$ cat src/rtl/rr_arbiter_8.sv
// Eight-way round-robin arbiter with a registered one-hot grant.
// A grant is held until the owner signals done, withdraws its request, or
// reaches the hold limit. The requester after the released owner gets top priority.
module rr_arbiter_8 #(
    parameter int unsigned MAX_HOLD = 16,
    parameter int unsigned TIMER_W  = 5
) (
    input  logic       clk,
    input  logic       reset,
    input  logic [7:0] req,
    input  logic       done,
    output logic [7:0] gnt,
    output logic [2:0] gnt_id,
    output logic       active,
    output logic       any_req,
    output logic       timeout
);

    typedef enum logic [0:0] {StIdle, StGrant} state_e;

    // Last timer value of a grant. With the limit disabled the timer just
    // saturates at all-ones and never forces a release.
    localparam logic [TIMER_W-1:0] HoldLast =
        (MAX_HOLD == 0) ? {TIMER_W{1'b1}} : TIMER_W'(MAX_HOLD - 1);
    localparam bit LimitEn = (MAX_HOLD != 0);

    state_e             state_q, state_d;
    logic [2:0]         ptr_q, ptr_d;
    logic [TIMER_W-1:0] timer_q, timer_d;
    logic [7:0]         gnt_q, gnt_d;
    logic [2:0]         gnt_id_q, gnt_id_d;
    logic               timeout_q, timeout_d;

    logic [2:0]         sel;
    logic               sel_vld;
    logic               rel;

    // Any-request detect, independent of state and reset.
    assign any_req = |req;

    // Pick the first set request scanning upward from ptr, wrapping 7 -> 0.
    always_comb begin
        sel     = 3'd0;
        sel_vld = 1'b0;
        for (int i = 0; i < 8; i++) begin
            logic [2:0] idx;
            idx = ptr_q + 3'(i);
            if (!sel_vld && req[idx]) begin
                sel     = idx;
                sel_vld = 1'b1;
            end
        end
    end

    // Next-state: grant on request in idle, release on done/withdraw/limit.
    always_comb begin
        state_d   = state_q;
        ptr_d     = ptr_q;
        timer_d   = timer_q;
        gnt_d     = gnt_q;
        gnt_id_d  = gnt_id_q;
        timeout_d = 1'b0;
        rel       = 1'b0;

        unique case (state_q)
            StIdle: begin
                // done is deliberately ignored here.
                if (any_req && sel_vld) begin
                    state_d  = StGrant;
                    gnt_d    = 8'b1 << sel;
                    gnt_id_d = sel;
                    timer_d  = '0;
                end
            end
            StGrant: begin
                // done wins over the limit, so a done on the last cycle is a
                // normal release without a timeout pulse.
                if (done || !req[gnt_id_q]) begin
                    rel = 1'b1;
                end else if (LimitEn && (timer_q == HoldLast)) begin
                    rel       = 1'b1;
                    timeout_d = 1'b1;
                end else if (timer_q != HoldLast) begin
                    timer_d = timer_q + 1'b1;
                end

                if (rel) begin
                    state_d  = StIdle;
                    gnt_d    = '0;
                    gnt_id_d = '0;
                    timer_d  = '0;
                    // Owner drops to lowest priority.
                    ptr_d    = gnt_id_q + 3'd1;
                end
            end
            default: begin
                state_d  = StIdle;
                gnt_d    = '0;
                gnt_id_d = '0;
                timer_d  = '0;
            end
        endcase
    end

    // State register with synchronous active-high reset.
    always_ff @(posedge clk) begin
        if (reset) begin
            state_q   <= StIdle;
            ptr_q     <= 3'd0;
            timer_q   <= '0;
            gnt_q     <= 8'd0;
            gnt_id_q  <= 3'd0;
            timeout_q <= 1'b0;
        end else begin
            state_q   <= state_d;
            ptr_q     <= ptr_d;
            timer_q   <= timer_d;
            gnt_q     <= gnt_d;
            gnt_id_q  <= gnt_id_d;
            timeout_q <= timeout_d;
        end
    end

    assign gnt     = gnt_q;
    assign gnt_id  = gnt_id_q;
    assign active  = (state_q == StGrant);
    assign timeout = timeout_q;

endmodule

$ cat config.mk
export PLATFORM = sky130hd
export DESIGN_NAME = rr_arbiter_8
export DESIGN_NICKNAME = d
export VERILOG_FILES = /design/src/rtl/rr_arbiter_8.sv
export SDC_FILE = /design/constraint.sdc
export NUM_CORES = 1
export LEC_CHECK = 0
export CORE_UTILIZATION = 55
export DETAILED_ROUTE_END_ITERATION = 8
export DONT_BUFFER_PORTS = 1
export HOLD_SLACK_MARGIN = 0.15
export PLACE_DENSITY_LB_ADDON = 0.3
export SLEW_MARGIN = 5
export SYNTH_ARGS = -nofsm -noshare
export SYNTH_HDL_FRONTEND = slang
export SYNTH_SLANG_ARGS = --single-unit
export TNS_END_PERCENT = 30
$ cat constraint.sdc
create_clock -name clk -period 5.57 [get_ports clk]
set_input_delay 1.114 -clock clk [delete_from_list [all_inputs] [get_ports clk]]
set_output_delay 1.114 -clock clk [all_outputs]
set_load 0.02 [all_outputs]
==> impl_results.md <==
* Outcome: complete, no violations
* Worst Path Max Fanout at 18
* Yosys cell types at 58
* CTS clock-pin slew for the worst setup and hold paths at 0.11 ns
* TritonCTS clock tree: built
* Initial DRC count at 67
* Delay-heaviest family, CP: simple AND/OR/NAND/NOR gates
* Worst-Margin Slew at between 0.7 and 0.8 ns
* Clock Root Buffer: clkbuf_4
* Slew headroom at around half
* Gr ovfl total at 0
* Clock sinks at 21
* Met3 Usage GRT at 5.54%
* Layout Skew at 0.00475 ns
* Die Ht at 61.0 µm
* Initial antenna violation count at 0
* First drt pass iteration count at 4
* Synthesis-to-layout area growth at 1.64%
* Sequential-to-total area share from yosys stat at 22.0%
* Total die area at 3720 µm²
* Drt via density at 6.46
* Area of the multi-input gates at 1410 µm²
* Number of global-route vias before repair at 1474
* RSZ-0062 raised after global routing: no
* Layout cells sized above 1 at 15.2%
* Fill cells at 306
* Static Leak at between 0.6 and 0.7 nW
* TritonCTS buffer count at 3
* GR Util All Layers at 25.7%
* Max Clock Freq at 242 MHz
* Yosys reg bits at 21
* Fin crit period at 4.14 ns
* Critical Path RT at around 5.8 ns
* First-pass GRT wire length at 7050 µm
* Syn_nets at 234
* Reg area at roughly 420 µm²
* Worst Hold Class: reg -> reg
* PD cells at 323 nW/µm²
* I/O Buffers at 0
* Hold path start: timer_q[2]
* Met1 Resource Use GR at 36.3%
* Initial Utilization at a little under three fifths
* Avg Cell Area, Syn at 8.77 µm²
* Post-Synthesis Cells at around 220
* HPWL Detailed at roughly 3400 µm
* # hold bufs at CTS at 0
* Slowest-stage cell, CP: dfxtp_1
* WL per Instance at ~18 µm
* Core Rows at 21
* Final Hold Fails at 0
* Io pins at 25
* Clk_lat worst skew at 0.30 ns
* Antenna-violating nets left at 0
* # diodes at 0
* Routed WL at 4530 µm
* Main synth FF type: dfxtp_1
* Max cap viols at 0
* Setup bufs post-CTS at 0
* CP Launch Type: register
* RD Place Congestion at 0.938
* GRT Max-Usage Layer: met2
* Worst path max stage delay at 0.82 ns
* Peak VDD IR at between 150 and 200 µV
* Pre-CTS setup slack at 1.47 ns
* Synth warn at 0
* Die X at 61.0 µm
* Fin crit share at 74.3%
* Post-synth EDFFs at 0
* CTS H-tree depth at 1
* Critical path cell sequence: inv_1, ha_1, mux2i_1, mux4_2, a32o_1, nand2_1, or3_4, a31o_4, or4_4, o21ai_2
* Post-CTS sizing at 0
* DRC errors left at 0
* Post-Syn Area at about 1900 µm²
* Routing usage on met2 at 41.3%
* Setup violations, final at 0
* Fin Setup TNS at 0 ns
* Worst EP arrival at 4.39 ns
* Clock Path Buffers at 2
* WP buf/inv at 1
* R2r startpoint: ptr_q[0]
* Final count of pins violating max slew at 0
* Asr flop ratio synth at 0%
* Critical path class: reg -> reg
* Largest net degree at the start of global routing at 19
* Vias at 1660
* Placeable Area at 3340 µm²
* Final net count at around 230
* Start point of the critical path: ptr_q[0]
* Worst setup EP type: register
* Final setup margin at 1.43 ns
-- flip-flops by register name (all words and copies together) (netlist names) --
signal	flops
active	1
gnt	8
gnt_id	3
ptr_q	3
timeout	1
timer_q	5
-- synthesized netlist by cell type, types with 2 or more instances --
library cell | number | area (µm²)
nor4_1 | 3 | 18.8
xor2_1 | 3 | 26.3
ha_1 | 5 | 62.6
nand3b_1 | 3 | 22.5
a22o_1 | 3 | 26.3
o211ai_1 | 3 | 22.5
a211oi_1 | 2 | 15.0
nor3_1 | 7 | 35.0
a21o_1 | 2 | 15.0
and3_1 | 3 | 18.8
buf_1 | 2 | 7.51
nand3_1 | 9 | 45.0
a21bo_2 | 2 | 20.0
inv_1 | 8 | 30.0
o21ai_0 | 6 | 30.0
mux2_2 | 4 | 45.0
o21ai_1 | 2 | 10.0
a32o_1 | 2 | 20.0
clkbuf_1 | 4 | 15.0
nand2b_1 | 7 | 43.8
buf_2 | 4 | 20.0
nand2_1 | 11 | 41.3
nor2b_1 | 3 | 18.8
mux4_2 | 13 | 293
a21oi_1 | 18 | 90.1
dfxtp_1 | 21 | 420
mux2i_1 | 11 | 110
nor2_1 | 27 | 101
-- kinds of logic after synthesis --
group	share of synthesized area [%]
AO/OA/AOI/OAI	19.5
AND/OR/NAND/NOR	23.6
flip-flops	22.0
XOR/XNOR	1.83
adder cells (fa/ha/maj)	3.27
multiplexers	25.4
buffers and inverters	4.38
-- layout by cell type (no fill, tap or decap), drive strengths merged, types with 2 or more instances in the layout --
cell / instances
nor2: 27
dfxtp: 21
a21oi: 18
mux4: 13
mux2i: 12
nand2: 11
nand3: 9
o21ai: 9
inv: 8
nand2b: 8
nor3: 8
ha: 5
mux2: 5
and3: 3
nor4: 3
xor2: 3
o211ai: 3
nand3b: 3
nor2b: 3
a22o: 3
clkbuf: 3
a21bo: 2
a32o: 2
a21o: 2
a211oi: 2
or3: 2
-- path summary, 6_finish.rpt --
path                                   end  slack [ns]  cells after the start
worst max-delay path                gnt[7]        1.43                     10
worst max register to register      gnt[7]        1.43                     10
worst min register to register  timer_q[2]        0.51                      2
worst min-delay path            timer_q[2]        0.51                      2
-- where the power goes --
group | total (mW) | switching (mW) | internal, mW | leakage [nW]
Combinational | 0.335 | 0.179 | 0.156 | 0.498
Sequential | 0.221 | 0.0521 | 0.168 | 0.171
Clock | 0.0723 | 0.0455 | 0.0268 | 0.0177
-- worst reg2reg max path, cell delays in order, from the launching register on --
cell	delay, ns
dfxtp_1	0.82
inv_1	0.17
ha_1	0.82
mux2i_1	0.32
mux4_2	0.29
a32o_1	0.25
nand2_1	0.13
or3_4	0.44
a31o_4	0.27
or4_4	0.48
o21ai_2	0.11
-- layer usage --
layer / up-vias / part of all wire [%]
met5: - / 0
met4: 0 / 0.77
met3: 4 / 4.0
met2: 42 / 50
met1: 806 / 45
li1: 808 / -
-- cell type report --
type | instances | share of cell area, %
Tap cell | 46 | 2.96
Clock inverter | 1 | 0.258
Sequential cell | 21 | 21.6
Inverter | 8 | 1.55
Clock buffer | 3 | 1.16
Multi-Input combinational cell | 178 | 72.4
-- per-stage QoR --
step | utilization (%) | instances | hold slack, ns | instance area [µm²] | power [mW]
after floorplan | - | 218 | 0.454 | 1910 | 0.501
after global placement | 57.4 | 253 | 0.459 | 1920 | 0.544
after detailed placement | 57.4 | 253 | 0.482 | 1920 | 0.555
after CTS | 58.2 | 257 | 0.504 | 1940 | 0.628
after global routing | 58.2 | 257 | 0.538 | 1940 | 0.676
final | 58.2 | 257 | 0.506 | 1940 | 0.628
Note: power is estimated with default switching activity, not from simulation.
